File: config.mk
export PLATFORM = sky130hd
export DESIGN_NAME = rob_completion_buffer_flat
export DESIGN_NICKNAME = d
export VERILOG_FILES = /design/src/rtl/rob_completion_buffer_pkg.sv /design/src/rtl/rob_completion_buffer_if.sv /design/src/rtl/rob_completion_buffer_ptr.sv /design/src/rtl/rob_completion_buffer.sv /design/src/flat_wrapper.sv
export SDC_FILE = /design/constraint.sdc
export NUM_CORES = 1
export LEC_CHECK = 0
export ABC_AREA = 0
export BUFFER_PORTS_ARGS = -buffer_cell sky130_fd_sc_hd__buf_2
export CAP_MARGIN = 20
export CORE_AREA = 3 3 179 181
export DETAILED_ROUTE_END_ITERATION = 16
export DIE_AREA = 0 0 182 184
export PLACE_DENSITY = 0.89
export SYNTH_ARGS = -nofsm -noshare
export SYNTH_HDL_FRONTEND = slang
export SYNTH_SLANG_ARGS = --single-unit
File: constraint.sdc
create_clock -name clk -period 6.9 [get_ports clk]
set_input_delay 0.345 -clock clk [delete_from_list [all_inputs] [get_ports clk]]
set_output_delay 0.345 -clock clk [all_outputs]
set_load 0.02 [all_outputs]
File: src/rtl/rob_completion_buffer_pkg.sv
// Shared ROB types.
//   rob_entry_t  : per-entry state (alloc/done flags plus stored result)
//   rob_commit_t : commit payload handed to the register file
package rob_pkg;

    localparam int ROB_DATA_W = 8;
    localparam int ROB_ID_W   = 8;

    typedef struct packed {
        logic                  alloc;
        logic                  done;
        logic [7:0]            flags;
        logic [7:0]            wbs;
        logic [ROB_DATA_W-1:0] value;
    } rob_entry_t;

    typedef struct packed {
        logic [ROB_ID_W-1:0]   robid;
        logic [7:0]            flags;
        logic [7:0]            wbs;
        logic [ROB_DATA_W-1:0] value;
    } rob_commit_t;

endpackage

File: src/rtl/rob_completion_buffer_if.sv
// FU-completion and commit handshakes of the reorder buffer.
//   slave  : ROB side (takes FU results, offers commits)
//   master : environment side (FUs + register file)
interface rob_completion_buffer_if;
    import rob_pkg::*;

    logic                  fu_valid;
    logic [ROB_ID_W-1:0]   fu_robid;
    logic [7:0]            fu_flags;
    logic [7:0]            fu_wbs;
    logic [ROB_DATA_W-1:0] fu_value;
    logic                  fu_accept;

    logic                  commit_valid;
    logic                  commit_ready;
    logic [ROB_ID_W-1:0]   commit_robid;
    logic [7:0]            commit_flags;
    logic [7:0]            commit_wbs;
    logic [ROB_DATA_W-1:0] commit_value;

    modport slave (
        input  fu_valid, fu_robid, fu_flags, fu_wbs, fu_value, commit_ready,
        output fu_accept, commit_valid, commit_robid, commit_flags, commit_wbs, commit_value
    );

    modport master (
        output fu_valid, fu_robid, fu_flags, fu_wbs, fu_value, commit_ready,
        input  fu_accept, commit_valid, commit_robid, commit_flags, commit_wbs, commit_value
    );

endinterface

File: src/rtl/rob_completion_buffer_ptr.sv
// Wrapping pointer for the ROB (used as head and tail).
// W is IDX_W+1: the top bit is the wrap bit that tells full from empty.
//   clk, rst_n : clock, async active-low reset
//   inc        : advance by one
//   clr        : synchronous return to zero (flush)
//   ptr        : current pointer value
module rob_ptr #(
    parameter int W = 5
) (
    input  logic         clk,
    input  logic         rst_n,
    input  logic         inc,
    input  logic         clr,
    output logic [W-1:0] ptr
);

    always_ff @(posedge clk or negedge rst_n) begin
        if (!rst_n)   ptr <= '0;
        else if (clr) ptr <= '0;
        else if (inc) ptr <= ptr + 1'b1;
    end

endmodule

File: src/rtl/rob_completion_buffer.sv
// In-order retirement buffer: dispatch allocates entries at the tail, FUs
// complete them in any order, and the head retires to the register file
// once done.
//   clk, rst_n  : clock, async active-low reset
//   alloc_req   : dispatch wants one entry; alloc_gnt/alloc_robid answer it
//   full, count : occupancy
//   bus         : FU completion handshake and commit handshake (slave side)
//   flush       : only with ROB_FLUSH_EN defined; discards every entry
module rob_completion_buffer
    import rob_pkg::*;
#(
    parameter  int DEPTH = 16,
    localparam int IDX_W = $clog2(DEPTH)
) (
    input  logic                clk,
    input  logic                rst_n,
`ifdef ROB_FLUSH_EN
    input  logic                flush,
`endif
    input  logic                alloc_req,
    output logic                alloc_gnt,
    output logic [ROB_ID_W-1:0] alloc_robid,
    output logic                full,
    output logic [IDX_W:0]      count,
    rob_completion_buffer_if.slave bus
);

`ifndef ROB_FLUSH_EN
    logic flush;
    assign flush = 1'b0;
`endif

    logic [IDX_W:0]   head, tail;
    logic [IDX_W-1:0] head_idx, tail_idx, fu_idx;
    logic             fu_in_range, fire;
    rob_entry_t       ent [DEPTH];
    rob_commit_t      cmt;

    assign head_idx = head[IDX_W-1:0];
    assign tail_idx = tail[IDX_W-1:0];
    assign fu_idx   = bus.fu_robid[IDX_W-1:0];

    // full comes from the current count, so a commit in the same cycle
    // does not free a slot for allocation until the next cycle.
    assign full        = (count == (IDX_W+1)'(DEPTH));
    assign alloc_gnt   = alloc_req & ~full & ~flush;
    assign alloc_robid = ROB_ID_W'(tail_idx);

    // Range check first: fu_idx alone would alias out-of-range ids onto
    // live entries.
    assign fu_in_range   = (int'(bus.fu_robid) < DEPTH);
    assign bus.fu_accept = bus.fu_valid & fu_in_range & ent[fu_idx].alloc
                         & ~ent[fu_idx].done & ~flush;

    // Registered state only: a result completing this cycle commits next.
    assign bus.commit_valid = (count != '0) & ent[head_idx].done;
    assign fire             = bus.commit_valid & bus.commit_ready & ~flush;

    always_comb begin
        cmt       = '0;
        cmt.robid = ROB_ID_W'(head_idx);
        cmt.flags = ent[head_idx].flags;
        cmt.wbs   = ent[head_idx].wbs;
        cmt.value = ent[head_idx].value;
    end

    assign bus.commit_robid = cmt.robid;
    assign bus.commit_flags = cmt.flags;
    assign bus.commit_wbs   = cmt.wbs;
    assign bus.commit_value = cmt.value;

    rob_ptr #(.W(IDX_W+1)) u_head (
        .clk(clk), .rst_n(rst_n), .inc(fire), .clr(flush), .ptr(head)
    );

    rob_ptr #(.W(IDX_W+1)) u_tail (
        .clk(clk), .rst_n(rst_n), .inc(alloc_gnt), .clr(flush), .ptr(tail)
    );

    // Allocate, complete and retire never hit the same entry in one cycle:
    // the tail is unallocated, a completing entry is allocated but not done,
    // and the retiring head is done.
    for (genvar g = 0; g < DEPTH; g++) begin : g_ent
        always_ff @(posedge clk or negedge rst_n) begin
            if (!rst_n) begin
                ent[g] <= '0;
            end else if (flush) begin
                ent[g].alloc <= 1'b0;
                ent[g].done  <= 1'b0;
            end else begin
                if (alloc_gnt && tail_idx == IDX_W'(g)) begin
                    ent[g].alloc <= 1'b1;
                    ent[g].done  <= 1'b0;
                end
                if (bus.fu_accept && fu_idx == IDX_W'(g)) begin
                    ent[g].done  <= 1'b1;
                    ent[g].flags <= bus.fu_flags;
                    ent[g].wbs   <= bus.fu_wbs;
                    ent[g].value <= bus.fu_value;
                end
                if (fire && head_idx == IDX_W'(g)) begin
                    ent[g].alloc <= 1'b0;
                    ent[g].done  <= 1'b0;
                end
            end
        end
    end

    always_ff @(posedge clk or negedge rst_n) begin
        if (!rst_n)     count <= '0;
        else if (flush) count <= '0;
        else begin
            case ({alloc_gnt, fire})
                2'b10:   count <= count + 1'b1;
                2'b01:   count <= count - 1'b1;
                default: count <= count;
            endcase
        end
    end

endmodule

File: src/flat_wrapper.sv
// flat-port wrapper written by rule: the top's interface ports become plain ports
module rob_completion_buffer_flat import rob_pkg::*;
#(
    parameter  int DEPTH = 16,
    localparam int IDX_W = $clog2(DEPTH)
)
  (clk, rst_n, alloc_req, alloc_gnt, alloc_robid, full, count, bus_fu_valid, bus_fu_robid, bus_fu_flags, bus_fu_wbs, bus_fu_value, bus_commit_ready, bus_fu_accept, bus_commit_valid, bus_commit_robid, bus_commit_flags, bus_commit_wbs, bus_commit_value);
  rob_completion_buffer_if bus_i ();
  input  logic clk;
  input  logic rst_n;
  input  logic alloc_req;
  output logic alloc_gnt;
  output logic [ROB_ID_W-1:0] alloc_robid;
  output logic full;
  output logic [IDX_W:0] count;
  input wire logic [$bits(bus_i.fu_valid)-1:0] bus_fu_valid;
  input wire logic [$bits(bus_i.fu_robid)-1:0] bus_fu_robid;
  input wire logic [$bits(bus_i.fu_flags)-1:0] bus_fu_flags;
  input wire logic [$bits(bus_i.fu_wbs)-1:0] bus_fu_wbs;
  input wire logic [$bits(bus_i.fu_value)-1:0] bus_fu_value;
  input wire logic [$bits(bus_i.commit_ready)-1:0] bus_commit_ready;
  output wire logic [$bits(bus_i.fu_accept)-1:0] bus_fu_accept;
  output wire logic [$bits(bus_i.commit_valid)-1:0] bus_commit_valid;
  output wire logic [$bits(bus_i.commit_robid)-1:0] bus_commit_robid;
  output wire logic [$bits(bus_i.commit_flags)-1:0] bus_commit_flags;
  output wire logic [$bits(bus_i.commit_wbs)-1:0] bus_commit_wbs;
  output wire logic [$bits(bus_i.commit_value)-1:0] bus_commit_value;
  assign bus_i.fu_valid = bus_fu_valid;
  assign bus_i.fu_robid = bus_fu_robid;
  assign bus_i.fu_flags = bus_fu_flags;
  assign bus_i.fu_wbs = bus_fu_wbs;
  assign bus_i.fu_value = bus_fu_value;
  assign bus_i.commit_ready = bus_commit_ready;
  assign bus_fu_accept = bus_i.fu_accept;
  assign bus_commit_valid = bus_i.commit_valid;
  assign bus_commit_robid = bus_i.commit_robid;
  assign bus_commit_flags = bus_i.commit_flags;
  assign bus_commit_wbs = bus_i.commit_wbs;
  assign bus_commit_value = bus_i.commit_value;
  rob_completion_buffer #(.DEPTH(DEPTH)) u_core (.clk(clk), .rst_n(rst_n), .alloc_req(alloc_req), .alloc_gnt(alloc_gnt), .alloc_robid(alloc_robid), .full(full), .count(count), .bus(bus_i));
endmodule
==> run metrics, run 1 <==
maxcap violations=0; r2r worst-path depth=10; drt wl/cell=27.0 µm; worst hold path type=input port to flop; Peak VDD IR=335 µV; EDFF count, synth=0; sequential power share=42.9%; GRT Total Usage=28.1%; largest family of logic cells by synthesized area=multiplexers; slowest CP cell=dfrtp_4; CTS tree=yes; Post-Route WL=46200 µm; Syn Std Cell Area=20400 µm²; RSZ-0062 raised after global routing=no; min-delay src=bus_commit_ready; Pint=0.00479 W; gpl congestion=0.904; startpoint types=flop; leading area contributor after synthesis=dfrtp_1; insertion delay to the later sink of the worst-skew pair=540 ps; clock sink count=429; Sw Pwr=0.00207 W; Comb power frac=21.8%; worst path required time=6550 ps; post-synthesis compound-gate area fraction=2.83%; Antenna Violating Nets Remaining=0; clk_skew=17.9 ps; Synth top cells by count=dfrtp_1 (429), mux2_2 (272), mux4_2 (128); initial antenna violation count=0; crit path kind=flop to primary output; worst r2r src=u_core.u_head.ptr[1]; Initial DRT Pass Iterations=5; area share of the largest cell type after synthesis=52.5%; Final nets=1333; crit path to=bus_commit_flags[0]; CP startpoint=u_core.u_head.ptr[1]; worst path arrival time=3580 ps; cells along the critical path=buf_4, mux4_2, mux4_2, buf_2; sequential share of the synthesized area=52.5%; ys flop type=dfrtp_1; RR Endpoint=u_core.count[4]; # rows=64; largest cells by area after synthesis=dfrtp_1 (53%), mux2_2 (15%), mux4_2 (14%); M1 WL=19100 µm; Post-DP HPWL=25000 µm; relative slew slack=21.5%; Initial Util=66.8%; # diodes=0; # DRC=0; Core ar.=30600 µm²; setup tns final=0 ps; cts bufs inserted=45; status=complete, no violations; switching share of power=30.1%; H-tree depth=2; xor/xnor share of the synthesized area=0.429%; Longest Clk Path Bufs=3; Die ar.=33500 µm²; Total Power=0.00686 W; fraction of layout cells with a size suffix above 1=49.8%; post-synthesis adder-cell area fraction=0.833%; critical path depth=4; Yosys cell types=56; Setup crit end kind=primary output; Ports=86; Mapped Cells=1255; die width=182 µm; count leader, synth=dfrtp_1; root buffer cell=clkbuf_16; metal3 WL=3150 µm; die height=184 µm; CP bufs+invs=2; P&R area growth vs syn=8.91%; vias in the first global route=12397; Max FO, Critical Path=59; GR Overflow Total=0; via count=11608; Cell Pwr Density=308 nW/µm²; crit-path leading delay family=multiplexers; synth warn=0; CTS resizes=0; post-synthesis async set-or-reset flop share=100%; R2R Setup Slk=3180 ps; number of port buffers=77; Avg Cell Area, Syn=16.3 µm²; minimum clock period=3920 ps; Hold Vio Cnt, Final=0; Synth Register Bits=429; Leak=10.9 nW; mux contribution to synthesized area=37.1%; slew of the pin with the lowest slew margin=1180 ps; largest net degree at the start of global routing=169; simple-gate share of the synthesized area=2.53%; Final Cycle Share=56.8%; slowest stage delay, CP=1000 ps; clock network power share=35.3%; max frequency=0.255 GHz; WL met2=22500 µm; Final Max Tran Viols=0; DR iter-0 viols=1142; uppermost layer routed=met4; first-pass GRT wire length=72400 µm; most frequent cell on the critical path=mux4_2; post-DR vias/cell=6.78; CTS clk-pin slew, worst paths=60 ps; Final setup viols=0
==> metal layers <==
metal	vias to the layer above	GRT usage, %
li1	4792	-
met1	6245	39.8
met2	465	44.9
met3	106	4.71
met4	0	10.1
met5	-	0
==> worst register-to-register path: stages, from the launching register on <==
cell	delay (ps)
dfrtp_4	1000
mux4_2	680
o211ai_1	340
a21boi_2	140
ha_1	300
fa_1	440
a21o_1	200
a21oi_1	160
xor2_1	150
nor2_1	60
xnor2_1	130
==> worst min-delay path by stage <==
stage	end	cells past startpoint
after floorplan	u_core.count[0]	0
after global placement	u_core.ent[409]	1
after detailed placement	u_core.ent[279]	1
after CTS	u_core.u_head.ptr[2]	3
after global routing	u_core.u_head.ptr[2]	3
final	u_core.u_head.ptr[2]	3
==> cell usage in the layout (no fill, tap or decap), types with 3 or more instances in the layout <==
master,count
a21oi_1,5
a31oi_1,34
a32oi_1,14
and2_1,3
and2_2,4
buf_2,76
buf_4,9
bufinv_16,3
clkbuf_1,14
clkbuf_16,47
clkbuf_8,7
clkinv_2,7
conb_1,8
dfrtp_1,425
ha_1,12
inv_1,6
mux2_1,50
mux2_2,272
mux2_4,65
mux2i_1,6
mux4_2,128
nand2_1,19
nand2_2,4
nand2_4,5
nor2_1,6
nor2b_1,7
nor3_4,4
o21ai_0,19
xnor2_1,7
xor2_1,3
==> through the flow <==
stage / cells / hold slack [ps] / setup WS, ps / instance area [µm²] / util, %
after floorplan: 1262 / 49.4 / 3630 / 20500 / -
after global placement: 1630 / 446 / 3160 / 20700 / 67.8
after detailed placement: 1630 / 450 / 3110 / 20700 / 67.8
after CTS: 1712 / 121 / 2540 / 22200 / 72.7
after global routing: 1713 / 168 / 2880 / 22300 / 72.8
final: 1713 / 154 / 2980 / 22300 / 72.8
==> timing repair <==
| item | CTS | global route |
|---|---|---|
| endpoints found under the setup margin | 0 | 0 |
| setup buffers | 0 | 0 |
| endpoints found under the hold margin | 102 | 0 |
| hold buffers | 1 | 0 |
==> flip-flops by register name, indices dropped and copies added, names as in the netlist <==
register / cells
u_core.ent: 416
u_core.u_tail.ptr: 4
u_core.u_head.ptr: 4
u_core.count: 5
==> layout make-up <==
cell class | count | area (µm²)
Inverter | 6 | 22.5
Sequential cell | 429 | 10700
Fill cell | 1843 | 8340
Multi-Input combinational cell | 711 | 8970
Clock inverter | 13 | 150
Tap cell | 396 | 495
Timing Repair Buffer | 90 | 541
Clock buffer | 68 | 1330
==> power groups by stage <==
stage          Combinational, W  Sequential (W)  Clock (W)
4_1_cts                 0.00140         0.00301    0.00245
3_3_place_gp            0.00135         0.00303          0
5_1_grt                 0.00161         0.00297    0.00256
6_report                0.00149         0.00294    0.00242
2_1_floorplan           0.00116         0.00286          0
3_5_place_dp            0.00139         0.00305          0
==> cells by family (layout without fill, tap and decap cells) <==
logic type      Yosys count  count (layout)
mux                     522             522
simple gates             73              73
other cells               1               8
compound gates           85              85
buf+inv                 122             177
xor+xnor                 10              10
fa+ha+maj                13              13
flops                   429             429
Note: power is estimated with default switching activity, not from simulation.
==> run 2: changes to the inputs <==
--- a/config.mk
+++ b/config.mk
@@ -8,10 +8,10 @@
 export ABC_AREA = 0
 export BUFFER_PORTS_ARGS = -buffer_cell sky130_fd_sc_hd__buf_2
 export CAP_MARGIN = 20
-export CORE_AREA = 3 3 179 181
+export CORE_AREA = 3 3 196 198
 export DETAILED_ROUTE_END_ITERATION = 16
-export DIE_AREA = 0 0 182 184
-export PLACE_DENSITY = 0.89
+export DIE_AREA = 0 0 199 201
+export PLACE_DENSITY = 0.79
 export SYNTH_ARGS = -nofsm -noshare
 export SYNTH_HDL_FRONTEND = slang
 export SYNTH_SLANG_ARGS = --single-unit
==> constraint.sdc (replaced) <==
create_clock -name clk -period 3.6 [get_ports clk]
set_input_delay 0.18 -clock clk [delete_from_list [all_inputs] [get_ports clk]]
set_output_delay 0.18 -clock clk [all_outputs]
set_load 0.02 [all_outputs]
==> run 2 against run 1 <==
Effect of this change:
- combinational power grew 100%
- clock-buffer cell count is the same
- non-clock buffer count grew 16
- critical endpoint is now bus_commit_value[6]
- largest power group unchanged
==> run metrics, run 2 (synthesis gave the netlist of run 1 again) <==
Post-DP HPWL=25700 µm; DR iter-0 viols=892; Sw Pwr=0.00397 W; startpoint types=flop; Final Cell Area=22600 µm²; Final nets=1349; worst path required time=3420 ps; fraction of layout cells with a size suffix above 1=50.7%; Initial DRT Pass Iterations=5; uppermost layer routed=met5; GR Overflow Total=0; Initial Util=55.7%; min-delay src=bus_fu_value[5]; sequential power share=42.0%; most common cell after layout, fill and taps aside=dfrtp_1; worst path arrival time=3090 ps; worst hold path type=input port to flop; Pint=0.00917 W; # rows=70; Final Max Tran Viols=0; # DRC=0; Setup crit end kind=primary output; status=complete, no violations; Peak VDD IR=391 µV; Hold Path Stages=2; die height=201 µm; final setup margin=334 ps; Antenna Violating Nets Remaining=0; largest net degree at the start of global routing=102; Hold Vio Cnt, Final=0; Final setup viols=0; # diodes=0; RSZ-0062 raised after global routing=no; vias in the first global route=12455; initial antenna violation count=3; clk_skew=17.0 ps; Longest Clk Path Bufs=3; Core ar.=36700 µm²; max reg flops=416; post-DR vias/cell=6.36; R2R Setup Slk=590 ps; P&R area growth vs syn=10.4%; Filler Cells Inserted=2665; minimum clock period=3270 ps; via count=11449; CTS clk-pin slew, worst paths=60 ps; metal3 WL=2530 µm; switching share of power=30.2%; H-tree depth=2; hold path endpoint=u_core.ent[343]; Largest regs=u_core.ent (416), u_core.count (5); clock sink count=429; r2r worst-path depth=10; cts bufs inserted=45; Reg with most FFs=u_core.ent; crit path kind=flop to primary output; Post-Place Setup Slack=606 ps; worst r2r src=u_core.u_head.ptr[1]; dpl cell area=21100 µm²; GRT Total Usage=23.5%; most frequent cells in the layout=dfrtp_1 (425), mux2_2 (272), mux4_2 (128), buf_2 (76), mux2_4 (65); Ports=86; Post-CTS Setup Inserts=0; number of port buffers=77; drt wl/cell=25.4 µm; Leak=11.0 nW; insertion delay to the later sink of the worst-skew pair=550 ps; root buffer cell=clkbuf_16; clock network power share=34.9%; setup tns final=0 ps; die width=199 µm; slew of the pin with the lowest slew margin=799 ps; max frequency=0.306 GHz; maxcap violations=0; Final Cycle Share=90.7%; gpl congestion=0.877; Cell Pwr Density=582 nW/µm²; RR Endpoint=u_core.count[4]; CTS tree=yes; relative slew slack=46.7%; Die ar.=40000 µm²; WL met2=22700 µm; Max FO, Critical Path=38; Comb power frac=23.1%; M1 WL=19300 µm; Post-Route WL=45700 µm; first-pass GRT wire length=72600 µm
[run 2: cell type report]
type / instances / area [µm²] / area share [%]
sequential: 429 / 10700 / 47.6
multi-input combinational: 711 / 8970 / 39.8
clock buffer: 68 / 1360 / 6.04
timing repair buffer: 106 / 756 / 3.35
tap: 468 / 586 / 2.59
clock inverter: 13 / 120 / 0.532
inverter: 6 / 22.5 / 0.0998
[run 2: worst max path at each step]
stage | startpoint | endpoint | slack (ps)
4_1_cts | u_core.u_head.ptr[0] | bus_commit_value[6] | 250
6_report | u_core.u_head.ptr[0] | bus_commit_value[6] | 330
3_3_place_gp | u_core.u_head.ptr[1] | u_core.count[4] | 620
3_5_place_dp | u_core.u_head.ptr[1] | u_core.count[4] | 610
5_1_grt | u_core.u_head.ptr[0] | bus_commit_wbs[2] | 150
2_1_floorplan | u_core.u_head.ptr[1] | u_core.count[4] | 330
[run 2: power by group through the flow]
stage | logic, W | registers, W | clock network, W
5_1_grt | 0.00327 | 0.00557 | 0.00487
3_3_place_gp | 0.00300 | 0.00557 | 0
2_1_floorplan | 0.00222 | 0.00549 | 0
3_5_place_dp | 0.00305 | 0.00560 | 0
6_report | 0.00303 | 0.00552 | 0.00459
4_1_cts | 0.00307 | 0.00551 | 0.00466
[run 2: worst max-delay path: stages (launching register included)]
cell and delay [ps]:
dfrtp_4 610, buf_12 340, buf_4 340, mux4_2 530
mux4_2 510, buf_2 180
[run 2: per-stage QoR]
stage          total power, W  hold WS (ps)  util [%]  cells
6_report               0.0131          68.6      61.5   1801
5_1_grt                0.0137          82.7      61.5   1801
4_1_cts                0.0132          50.9      61.5   1801
3_5_place_dp          0.00864           282      57.4   1718
3_3_place_gp          0.00857           263      57.4   1718
2_1_floorplan         0.00771          -116         -   1262
[run 2: timing repair]
action	in CTS	in global routing
endpoints found under the hold margin	92	0
resized for setup	0	0
hold buffers	2	0
[run 2: metal layers]
metal | global-route usage (%) | vias up
li1 | - | 4815
met1 | 32.8 | 6176
met2 | 38.3 | 358
met3 | 4.13 | 94
met4 | 6.58 | 6
met5 | 0 | -
